==> src/rtl/icache_pkg.sv <==
// icache_pkg: shared types, sizes and field helpers
// for the direct-mapped instruction cache.
package icache_pkg;

  typedef enum logic [1:0] {
    IDLE,
    FETCH,
    UPDATE
  } state_t;

  localparam int TAG_W   = 3;
  localparam int INDEX_W = 3;
  localparam int LINE_W  = 128;
  localparam int WORD_W  = 32;
  localparam int LINES   = 1 << INDEX_W;
  localparam int BLK_W   = TAG_W + INDEX_W;

  function automatic logic [TAG_W-1:0] blk_tag(
    input logic [BLK_W-1:0] blk
  );
    return blk[BLK_W-1:INDEX_W];
  endfunction

  function automatic logic [INDEX_W-1:0] blk_index(
    input logic [BLK_W-1:0] blk
  );
    return blk[INDEX_W-1:0];
  endfunction

  function automatic logic [WORD_W-1:0] line_word(
    input logic [LINE_W-1:0] line,
    input logic [1:0]        w
  );
    return line[w*WORD_W +: WORD_W];
  endfunction

endpackage

==> src/rtl/icache_line_store.sv <==
// icache_line_store: data, tag and valid arrays with
// a combinational read port and one refill write port.
module icache_line_store
  import icache_pkg::*;
(
  input  logic               CLK,
  input  logic               RESET,
  input  logic               flush,
  input  logic [INDEX_W-1:0] rd_index,
  output logic               rd_valid,
  output logic [TAG_W-1:0]   rd_tag,
  output logic [LINE_W-1:0]  rd_line,
  input  logic               we,
  input  logic [INDEX_W-1:0] wr_index,
  input  logic [TAG_W-1:0]   wr_tag,
  input  logic [LINE_W-1:0]  wr_line
);

  logic [LINE_W-1:0] data_q [LINES];
  logic [TAG_W-1:0]  tag_q  [LINES];
  logic [LINES-1:0]  valid_q;

  // Valid bits: cleared by reset or flush, set by refill.
  always_ff @(posedge CLK or posedge RESET) begin
    if (RESET) begin
      valid_q <= '0;
    end else if (flush) begin
      valid_q <= '0;
    end else if (we) begin
      valid_q[wr_index] <= 1'b1;
    end
  end

  // Tag and data storage are never cleared.
  always_ff @(posedge CLK) begin
    if (we) begin
      data_q[wr_index] <= wr_line;
      tag_q[wr_index]  <= wr_tag;
    end
  end

  assign rd_valid = valid_q[rd_index];
  assign rd_tag   = tag_q[rd_index];
  assign rd_line  = data_q[rd_index];

endmodule

==> src/rtl/icache_controller.sv <==
// icache_controller: direct-mapped I-cache, 0-cycle hits,
// single-block refill FSM toward the instruction memory.
module icache_controller #(
  parameter int ADDR_W   = 10,
  parameter int INDEX_W  = 3,
  parameter int OFFSET_W = 4
) (
  input  logic                       CLK,
  input  logic                       RESET,
  input  logic [31:0]                PC,
  input  logic                       FLUSH,
  output logic [31:0]                INSTRUCTION,
  output logic                       BUSYWAIT,
  output logic                       MEM_READ,
  output logic [ADDR_W-OFFSET_W-1:0] MEM_ADDRESS,
  input  logic [127:0]               MEM_READINST,
  input  logic                       MEM_BUSYWAIT
);

  import icache_pkg::*;

  localparam int BW = ADDR_W - OFFSET_W;

  state_t               state_q;
  state_t               state_d;
  logic [BW-1:0]        blk;
  logic [BW-1:0]        miss_addr_q;
  logic [1:0]           word;
  logic                 seen_busy_q;
  logic                 mem_read_q;
  logic                 hit;
  logic                 serve;
  logic                 fetch_start;
  logic                 flush_en;
  logic                 line_we;
  logic [INDEX_W-1:0]   rd_index;
  logic                 rd_valid;
  logic [TAG_W-1:0]     rd_tag;
  logic [LINE_W-1:0]    rd_line;
  logic                 unused_pc;

  assign blk       = PC[ADDR_W-1:OFFSET_W];
  assign word      = PC[3:2];
  assign rd_index  = blk_index(blk);
  assign unused_pc = ^{PC[31:ADDR_W], PC[1:0]};

  icache_line_store u_store (
    .CLK      (CLK),
    .RESET    (RESET),
    .flush    (flush_en),
    .rd_index (rd_index),
    .rd_valid (rd_valid),
    .rd_tag   (rd_tag),
    .rd_line  (rd_line),
    .we       (line_we),
    .wr_index (blk_index(miss_addr_q)),
    .wr_tag   (blk_tag(miss_addr_q)),
    .wr_line  (MEM_READINST)
  );

  assign hit   = rd_valid && (rd_tag == blk_tag(blk));
  assign serve = (state_q == IDLE) && hit;

  // Hit path toward the pipeline.
  always_comb begin
    BUSYWAIT    = !serve;
    INSTRUCTION = '0;
    if (serve) begin
      INSTRUCTION = line_word(rd_line, word);
    end
  end

  // Next state; flush wins over a miss in IDLE.
  always_comb begin
    state_d     = state_q;
    fetch_start = 1'b0;
    flush_en    = 1'b0;
    line_we     = 1'b0;
    unique case (state_q)
      IDLE: begin
        if (FLUSH) begin
          flush_en = 1'b1;
        end else if (!hit) begin
          fetch_start = 1'b1;
          state_d     = FETCH;
        end
      end
      FETCH: begin
        if (seen_busy_q && !MEM_BUSYWAIT) begin
          line_we = 1'b1;
          state_d = UPDATE;
        end
      end
      UPDATE: state_d = IDLE;
      default: state_d = IDLE;
    endcase
  end

  // State, latched miss block and memory request.
  always_ff @(posedge CLK or posedge RESET) begin
    if (RESET) begin
      state_q     <= IDLE;
      miss_addr_q <= '0;
      mem_read_q  <= 1'b0;
      seen_busy_q <= 1'b0;
    end else begin
      state_q <= state_d;
      if (fetch_start) begin
        miss_addr_q <= blk;
        mem_read_q  <= 1'b1;
        seen_busy_q <= 1'b0;
      end
      if (state_q == FETCH) begin
        if (MEM_BUSYWAIT) begin
          seen_busy_q <= 1'b1;
        end
        if (line_we) begin
          mem_read_q <= 1'b0;
        end
      end
    end
  end

  assign MEM_READ    = mem_read_q;
  assign MEM_ADDRESS = miss_addr_q;

endmodule

==> config.mk <==
export PLATFORM = sky130hd
export DESIGN_NAME = icache_controller
export DESIGN_NICKNAME = d
export VERILOG_FILES = /design/src/rtl/icache_pkg.sv /design/src/rtl/icache_line_store.sv /design/src/rtl/icache_controller.sv
export SDC_FILE = /design/constraint.sdc
export NUM_CORES = 1
export LEC_CHECK = 0
export CORE_MARGIN = 2
export CORE_UTILIZATION = 60
export DETAILED_ROUTE_END_ITERATION = 6
export HOLD_SLACK_MARGIN = 0.1
export PLACE_DENSITY_LB_ADDON = 0.1
export RECOVER_POWER = 25
export SYNTH_ARGS = -nofsm -noshare
export SYNTH_HDL_FRONTEND = slang
export SYNTH_SLANG_ARGS = --single-unit
==> constraint.sdc <==
create_clock -name CLK -period 25.9 [get_ports CLK]
set_input_delay 2.59 -clock CLK [delete_from_list [all_inputs] [get_ports CLK]]
set_output_delay 2.59 -clock CLK [all_outputs]
set_load 0.02 [all_outputs]
==> metrics.md, run 1 <==
| Metric | Value |
|---|---|
| Leakage | about 15 nW |
| Via Count | between 15,000 and 20,000 |
| Net Count, Synth | around 1,900 |
| Crit start category | primary input |
| Syn Area/Cell | ~24 µm² |
| Mapped cell area | around 41,000 µm² |
| Share of layout cells above drive strength 1 | 0.2391 |
| Post-route ant nets | 0 |
| # H-tree levels | 3 |
| Post-CTS Hold Fix Bufs | 0 |
| Hold Path Stages | 1 |
| I/O pins | about 200 |
| Kind of critical path | in2out |
| DIE AREA | 70,230 µm² |
| Min-Delay Path Class | reg2reg |
| Slew Viols, Final | 0 |
| Fmax | around 110 MHz |
| FF+latch count, synth | approximately 1,100 |
| P per Cell Area | a little over 80 nW/µm² |
| Number of global-route vias before repair | 19,073 |
| Clock Skews | 0.01978 ns |
| Worst Path Required | approximately 23 ns |
| CTS tree | yes |
| Crit path from | PC[5] |
| Slew @ Worst Pin | 1.077 ns |
| CP arrival | 6.77 ns |
| RSZ-0062 raised after global routing | false |
| HPWL after DPL | 41,060 µm |
| Pwr Total | between 0.003 and 0.004 W |
| Met3 usage in global routing | 0.04700 |
| Max Cap Violations | 0 |
| Crit path time final | between 9 and 10 ns |
| GR peak layer | met2 |
| Nets | ~2,100 |
| Area leader, netlist | edfxtp_1 |
| Initial DRC Count | around 1,800 |
| Initial core utilization | 0.6075 |
| CP max FO | 62 |
| Peak supply drop | ~0.000062 V |
| Average via count per standard cell | about 6.4 |
| Critical path endpoint | INSTRUCTION[21] |
| Post-Syn Instances | between 1,500 and 2,000 |
| Setup repair bufs after CTS | 0 |
| PostCTS Resize Cnt | 0 |
| Synth area leaders | edfxtp_1 (77%), mux4_2 (16%), a211oi_1 (1.1%), dfrtp_1 (1.1%), mux2i_1 (1.1%) |
| M2 GR Usage | 0.3806 |
| Sink Count | about 1,100 |
| Util after Layout | 0.6956 |
| Distinct cell type count after synthesis | 28 |
| Core area | about 67,000 µm² |
| Largest net degree at the start of global routing | about 130 |
| Setup_tns | 0 ns |
| Clk_lat worst skew | between 0.6 and 0.7 ns |
| Met1 Resource Use GR | 0.3494 |
| Die span in y | between 200 and 300 µm |
| Worst-path clk slew | 0.06 ns |
| Total Routing Usage GR | 0.2394 |
| Clk root buf | clkbuf_16 |
| Setup crit end kind | primary output |
| GPL Wtd Cong | between 0.7 and 0.8 |
| Initial antenna violation count | 24 |
| Routed WL | between 80,000 and 90,000 µm |
| R2R setup slack | roughly 21 ns |
| Register-to-Register Path Depth | 7 |
| CTS Buffer Depth | 3 |
| Pre-antenna DRT Iters | 5 |
| Most frequent cells in the layout | edfxtp_1 (1,048), mux4_2 (294), clkbuf_16 (104) |
| Number of CTS-inserted buffers | around 100 |
| Post-DR wirelength/cell | between 20 and 30 µm |
| Commonest non-fill, non-tap cell in the layout | edfxtp_1 |
| Endpoints failing setup | 0 |
| Synth top area share | 0.7700 |
| GRT Residual Overflow | 0 |
| Port Buffer Count | between 150 and 200 |
| RR Startpoint | state_q[1] |
| Sequential fraction of the synthesis area | 0.7810 |
| Final Cycle Share | 0.3613 |
| Slew margin rel. | 0.2805 |
| FF-to-FF End | u_store.data_q[6][33] |
| Count of final hold-check violations | 0 |
| DRC errors left | 0 |
| Area growth, synth to finish | 14.50% |
| Min Hold Slack | 0.4843 ns |
| Synth warn | 0 |
| Status | finished clean |
| Number of cell rows | 95 |
| First-pass GRT wire length | ~120,000 µm |
| Die width | between 200 and 300 µm |
## per-layer routing
layer	vias up	wire length [µm]
met5	-	115
li1	7806	-
met3	133	4802
met4	16	1812
met2	583	40270
met1	9778	35070
## where the power goes
part	internal, W	switching, W	leakage [nW]
registers	0.00201	0.0000309	9.67
logic	0.000127	0.000190	3.43
clock network	0.000803	0.000612	1.57
total	0.00294	0.000832	14.7
## worst max-delay path, stage by stage
cell	delay, ns
buf_8	0.35
buf_4	0.87
buf_4	0.85
mux4_2	0.36
mux4_2	0.29
nand2_1	0.09
a211oi_1	0.48
clkdlybuf4s50_1	0.70
## cell families after synthesis
group | Yosys count | share of synthesized area
DFF | 1066 | 0.7810
muxes | 345 | 0.1747
AOI/OAI and AO/OA | 105 | 0.02069
buffers and inverters | 103 | 0.01267
and+or+nand+nor | 85 | 0.01032
xor gates and xnor gates | 3 | 0.0006430
## how the worst min path moves through the flow
stage / end / start / slack (ns)
4_1_cts: MEM_READ / MEM_READ / 0.48
6_report: MEM_READ / MEM_READ / 0.48
3_3_place_gp: MEM_READ / MEM_READ / 0.46
5_1_grt: u_store.valid_q[1] / u_store.valid_q[1] / 0.50
3_5_place_dp: MEM_READ / MEM_READ / 0.47
2_1_floorplan: u_store.valid_q[2] / u_store.valid_q[2] / 0.46
## registers in the layout, summed over array words and instances, names as in the netlist
register and flops:
state_q 2, u_store.tag_q 24, seen_busy_q 1, u_store.data_q 1024, MEM_READ 1, u_store.valid_q 8
MEM_ADDRESS 6
## stage by stage
step	area [µm²]	setup slack, ns	instances
after floorplan	40870	13.17	1707
after global placement	43570	16.57	2683
after detailed placement	43570	16.58	2683
after CTS	46780	16.59	2876
after global routing	46800	16.45	2881
final	46800	16.54	2883
## final cells by class
| cell class | instances | area, µm² |
|---|---|---|
| Sequential cell | 1066 | 31920 |
| Fill cell | 4037 | 20480 |
| Multi-Input combinational cell | 538 | 8489 |
| Clock buffer | 127 | 2709 |
| Timing Repair Buffer | 202 | 2056 |
| Tap cell | 873 | 1092 |
| Clock inverter | 66 | 501.7 |
| Antenna cell | 7 | 17.52 |
| Inverter | 4 | 15.01 |
## synthesized netlist by cell type
| cell type | instances |
|---|---|
| a211o_1 | 31 |
| a211oi_1 | 62 |
| a21o_1 | 1 |
| a41oi_4 | 1 |
| buf_1 | 5 |
| buf_12 | 1 |
| buf_2 | 26 |
| buf_4 | 10 |
| buf_6 | 6 |
| clkbuf_1 | 51 |
| dfrtp_1 | 18 |
| edfxtp_1 | 1048 |
| inv_1 | 4 |
| mux2_2 | 7 |
| mux2i_1 | 44 |
| mux4_2 | 294 |
| nand2_1 | 34 |
| nand2b_1 | 5 |
| nand4_1 | 1 |
| nor2_1 | 8 |
| nor2b_1 | 31 |
| nor3_1 | 4 |
| o21a_1 | 8 |
| o21bai_1 | 1 |
| o22ai_1 | 1 |
| or2_2 | 1 |
| or3_1 | 1 |
| xor2_1 | 3 |
No activity file was read; power rests on OpenSTA's default activity.
==> run 2, diff against run 1 <==
CORE_UTILIZATION = 54   (was 60)
clock period = 8.2 ns   (was 25.9 ns; I/O delays follow)
==> run 2 against run 1 <==
- sequential cell count is the same
- core utilization shrank 6.5 points
- total power grew to 3.2 times the previous value
- setup slack lost 14 ns
- sequential share of layout area shrank 0.40 points
- first-iteration DRC count shrank 7.5%
- clock skew shrank 0.0029 ns
- sequential power grew to 3.2 times the previous value
- global-route usage shrank 1.9 points
- worst hold slack gained 0.00083 ns
- clock power grew to 3.3 times the previous value
- design area grew 0.59%
==> metrics.md, run 2 (synthesis gave the netlist of run 1 again) <==
| Metric | Value |
|---|---|
| GPL Wtd Cong | between 0.7 and 0.8 |
| Crit start category | primary input |
| Routed WL | ~84,000 µm |
| Most frequent cells in the layout | edfxtp_1 (1,048), mux4_2 (294), clkbuf_16 (105) |
| Slew margin rel. | 0.2676 |
| Initial antenna violation count | 24 |
| RSZ-0062 raised after global routing | false |
| Max Cap Violations | 0 |
| Largest net degree at the start of global routing | 133 |
| Reg with most FFs | u_store.data_q |
| Pre-antenna DRT Iters | 5 |
| Slew @ Worst Pin | between 1 and 1.5 ns |
| Die span in y | ~280 µm |
| Worst-path clk slew | 0.06 ns |
| Cell area after placement | 43,740 µm² |
| CP max FO | between 60 and 70 |
| Fill count | roughly 5,100 |
| Post-route ant nets | 0 |
| Setup repair bufs after CTS | 0 |
| Clk_lat worst skew | around 0.64 ns |
| Worst-path cell chain | buf_8, mux2i_1, mux4_2, xor2_1, nand4_1, buf_4, a211oi_1, clkdlybuf4s50_1 |
| CP arrival | approximately 4.7 ns |
| Setup crit end kind | primary output |
| Biggest regs | u_store.data_q x1024, u_store.tag_q x24, u_store.valid_q x8 |
| Sink Count | around 1,100 |
| P per Cell Area | approximately 260 nW/µm² |
| Setup_tns | 0 ns |
| # H-tree levels | 3 |
| Commonest non-fill, non-tap cell in the layout | edfxtp_1 |
| First-pass GRT wire length | between 100,000 and 150,000 µm |
| DRC errors left | 0 |
| Number of cell rows | 100 |
| Crit path time final | between 5 and 6 ns |
| Crit-path max cell delay | around 0.73 ns |
| CTS tree | yes |
| Fmax | around 180 MHz |
| Via Count | around 18,000 |
| Slowest CP cell | clkdlybuf4s50_1 |
| Max FFs per register | 1,024 |
| Port Buffer Count | 179 |
| Area growth, synth to finish | 15.18% |
| Post-DR wirelength/cell | about 28 µm |
| Peak supply drop | about 0.00013 V |
| Initial DRC Count | about 1,700 |
| CTS Buffer Depth | 3 |
| Clock Skews | 0.01688 ns |
| HPWL after DPL | 42,460 µm |
| Min-Delay Path Class | reg2reg |
| Clk root buf | clkbuf_16 |
| Top delay family on crit path | buffers and inverters |
| Kind of critical path | in2out |
| Share of layout cells above drive strength 1 | 0.2424 |
| Min Hold Slack | 0.4852 ns |
| GRT Residual Overflow | 0 |
| Number of CTS-inserted buffers | 104 |
| Final Cycle Share | 0.6733 |
| Design Area, Final | about 47,000 µm² |
| PostCTS Resize Cnt | 0 |
| Post-CTS Hold Fix Bufs | 0 |
| Status | finished clean |
| Die width | around 280 µm |
| Count of final hold-check violations | 0 |
| Nets | about 2,100 |
| Slew Viols, Final | 0 |
| Total Routing Usage GR | 0.2205 |
| Buffers & Inverters on Critical Path | 3 |
| Average via count per standard cell | 6.170 |
| Endpoints failing setup | 0 |
| Worst Path Required | approximately 7.4 ns |
| Leakage | approximately 15 nW |
| DIE AREA | around 78,000 µm² |
| I/O pins | slightly above 200 |
| Initial core utilization | 0.5472 |
| Core area | between 70,000 and 80,000 µm² |
| Number of global-route vias before repair | between 15,000 and 20,000 |
[run 2: power by group]
group / internal, W / switching [W] / leakage, nW
registers: 0.00635 / 0.0000987 / 9.67
logic: 0.000402 / 0.000608 / 3.45
clock network: 0.00272 / 0.00192 / 1.63
[run 2: area by class of cell]
type / instances / area, µm² / area share
repair buffers: 205 / 2091 / 0.04441
clock buffers: 127 / 2720 / 0.05778
clock inverters: 61 / 600.6 / 0.01276
multi-input cells: 538 / 8502 / 0.1806
inverters: 4 / 15.01 / 0.0003189
diodes: 6 / 15.01 / 0.0003189
flip-flops and latches: 1066 / 31920 / 0.6781
well taps: 969 / 1212 / 0.02575
[run 2: path summary, 6_finish.rpt]
| kind | slack, ns | endpoint | depth (start not counted) | startpoint |
|---|---|---|---|---|
| worst max-delay path | 2.68 | INSTRUCTION[4] | 8 | PC[4] |
| worst max register to register | 4.65 | u_store.data_q[7][2] | 6 | state_q[1] |
| max in group asynchronous | 7.14 | u_store.valid_q[5] | 2 | RESET |
| worst min register to register | 0.49 | MEM_READ | 1 | MEM_READ |
| min in group asynchronous | 0.60 | MEM_ADDRESS[1] | 2 | RESET |
| worst min-delay path | 0.49 | MEM_READ | 1 | MEM_READ |
[run 2: per-layer routing]
layer | vias to the layer above | part of all wire | track usage
met2 | 519 | 0.49 | 0.3474
met3 | 139 | 0.062 | 0.04242
li1 | 7789 | - | -
met4 | 20 | 0.020 | 0.05652
met1 | 9896 | 0.43 | 0.3231
met5 | - | 0.0015 | 0
[run 2: worst reg2reg max path, stage by stage (launching register included)]
cell and delay [ns]:
dfrtp_1 0.39, nand2b_1 0.18, nor3_1 0.34, nand2_1 0.34, nor2_4 0.20, buf_4 0.78, buf_4 0.90
[run 2: metrics by stage]
| stage | utilization | total power (W) | std cells | setup slack (ns) |
|---|---|---|---|---|
| floorplan | - | 0.007188 | 1707 | 0.7795 |
| global placement | 0.5856 | 0.007564 | 2782 | 2.546 |
| detailed placement | 0.5856 | 0.007598 | 2782 | 2.559 |
| CTS | 0.6300 | 0.01223 | 2970 | 2.564 |
| global route | 0.6301 | 0.01251 | 2971 | 2.369 |
| finish | 0.6302 | 0.01210 | 2976 | 2.679 |
==> run 3, diff against run 2 <==
CORE_UTILIZATION = 60   (was 54)
clock period = 5.5 ns   (was 8.2 ns; I/O delays follow)
==> run 3 against run 2 <==
- final cell count shrank 2.9%
- clock power is 42% higher
- setup slack got worse by 1.4 ns
- global-route usage rose by 2.2 points
- critical path type unchanged
- critical endpoint is now INSTRUCTION[23]
- highest routed layer unchanged
==> metrics.md, run 3 (synthesis gave the netlist of run 1 again) <==
| Metric | Value |
|---|---|
| Commonest non-fill, non-tap cell in the layout | edfxtp_1 |
| Slew @ Worst Pin | approximately 0.97 ns |
| Design Area, Final | approximately 47,000 µm² |
| Area growth, synth to finish | 15.00% |
| Cell area after placement | approximately 44,000 µm² |
| Average via count per standard cell | between 6 and 7 |
| Fmax | 234.3 MHz |
| Largest net degree at the start of global routing | ~130 |
| Initial antenna violation count | 26 |
| Crit path time final | between 4 and 5 ns |
| Port Buffer Count | between 150 and 200 |
| RSZ-0062 raised after global routing | false |
| Status | finished clean |
| Worst Slack Setup Final | approximately 1.2 ns |
| Number of cell rows | 95 |
| Pre-antenna DRT Iters | 6 |
| Switch share | 0.2190 |
| Worst-path clk slew | roughly 0.060 ns |
| DIE AREA | roughly 70,000 µm² |
| Clk_lat worst skew | approximately 0.67 ns |
| Number of global-route vias before repair | between 15,000 and 20,000 |
| Die span in y | ~270 µm |
| CP arrival | between 3 and 4 ns |
| Clock Skews | about 0.020 ns |
| R2R setup slack | ~2.5 ns |
| HPWL after DPL | between 40,000 and 50,000 µm |
| Max FFs per register | 1,024 |
| Endpoints failing setup | 0 |
| Routed WL | a little over 80,000 µm |
| Nets | 2,092 |
| Post-route ant nets | 0 |
| Count of final hold-check violations | 0 |
| Fill count | 4,003 |
| Core area | slightly below 70,000 µm² |
| Share of layout cells above drive strength 1 | 0.2448 |
| Max Cap Violations | 0 |
| Leakage | approximately 15 nW |
| DRC errors left | 0 |
| Clock power share | 0.371 |
| I/O pins | roughly 200 |
| Peak supply drop | around 0.00027 V |
| Initial core utilization | 0.6075 |
| PostCTS Resize Cnt | 0 |
| Final Cycle Share | 0.7759 |
| First-pass GRT wire length | 123,900 µm |
| Comb power frac | 0.086 |
| GPL Wtd Cong | 0.7575 |
| Slew margin rel. | 0.3523 |
| P_int | approximately 0.014 W |
| CP max FO | between 40 and 50 |
| Post-CTS Hold Fix Bufs | 0 |
| Pwr Total | 0.01770 W |
| # H-tree levels | 3 |
| CTS Buffer Depth | 3 |
| Initial DRC Count | 1,710 |
| Number of CTS-inserted buffers | around 100 |
| Via Count | about 18,000 |
| Reg with most FFs | u_store.data_q |
| P per Cell Area | roughly 380 nW/µm² |
| Worst Path Required | 4.95 ns |
| Sink Count | approximately 1,100 |
| Die width | about 270 µm |
| Min-Delay Path Class | in2async |
| Sw Pwr | 0.003876 W |
| Setup crit end kind | primary output |
| GRT Residual Overflow | 0 |
| Seq pwr share | 0.543 |
| Kind of critical path | in2out |
| Post-DR wirelength/cell | 28.58 µm |
| Most frequent cells in the layout | edfxtp_1 (1,048), mux4_2 (294), clkbuf_16 (105) |
| Slew Viols, Final | 0 |
| Pre-CTS setup slack | 1.193 ns |
| CTS tree | yes |
| Clk root buf | clkbuf_16 |
| Total Routing Usage GR | 0.2427 |
| Crit start category | primary input |
| Setup repair bufs after CTS | 0 |
| Min Hold Slack | around 0.3 ns |
| Biggest regs | u_store.data_q x1024, u_store.tag_q x24, u_store.valid_q x8 |
-- run 3: changes by cell type in the layout (fill, tap and decap cells not counted), sizes merged --
cell and change:
buf +11, bufinv -7, clkbuf +6, clkdlybuf4s50 +3, clkinv -1, clkinvlp +2
diode +2, dlygate4sd3 -3, inv -2
-- run 3: area by class of cell --
| type | count | area (µm²) | area share |
|---|---|---|---|
| Inverter | 4 | 15.01 | 0.0003194 |
| Sequential cell | 1066 | 31920 | 0.6791 |
| Clock inverter | 53 | 396.6 | 0.008438 |
| Antenna cell | 8 | 20.02 | 0.0004259 |
| Multi-Input combinational cell | 538 | 8502 | 0.1809 |
| Timing Repair Buffer | 217 | 2308 | 0.04911 |
| Clock buffer | 132 | 2749 | 0.05848 |
| Tap cell | 873 | 1092 | 0.02324 |
-- run 3: layer usage --
| layer | wire, µm | GRT usage | vias up |
|---|---|---|---|
| met5 | 181 | 0 | - |
| met4 | 1472 | 0.07070 | 30 |
| met3 | 5334 | 0.05248 | 130 |
| met2 | 41150 | 0.3845 | 544 |
| met1 | 34500 | 0.3490 | 9908 |
| li1 | - | - | 7817 |
-- run 3: path summary, 6_finish.rpt --
| kind | depth (start not counted) | start | end |
|---|---|---|---|
| worst max-delay path | 8 | PC[4] | INSTRUCTION[23] |
| worst min-delay path | 2 | RESET | MEM_ADDRESS[4] |
| worst max register to register | 5 | state_q[1] | u_store.data_q[1][106] |
| worst min register to register | 1 | MEM_READ | MEM_READ |
| max in group asynchronous | 2 | RESET | u_store.valid_q[3] |
| min in group CLK | 1 | MEM_READ | MEM_READ |
-- run 3: critical path, stage by stage --
cell             delay (ns)
buf_8                  0.44
mux2i_1                0.15
mux4_2                 0.49
xor2_1                 0.37
nand4_1                0.14
buf_4                  0.27
a211oi_1               0.53
clkdlybuf4s50_1        0.71
-- run 3: per-stage QoR --
step / cells / setup TNS, ns / util
finish: 2891 / 0 / 0.6987
global route: 2890 / 0 / 0.6986
CTS: 2883 / 0 / 0.6984
detailed placement: 2698 / 0 / 0.6516
global placement: 2698 / 0 / 0.6516
floorplan: 1707 / -1609.48 / -
-- run 3: power by group through the flow --
stage | clock network, W | logic (W) | registers, W
floorplan | 0 | 0.000870 | 0.00985
global placement | 0 | 0.00152 | 0.00975
detailed placement | 0 | 0.00155 | 0.00978
CTS | 0.00670 | 0.00156 | 0.00961
global route | 0.00703 | 0.00163 | 0.00965
finish | 0.00657 | 0.00152 | 0.00961
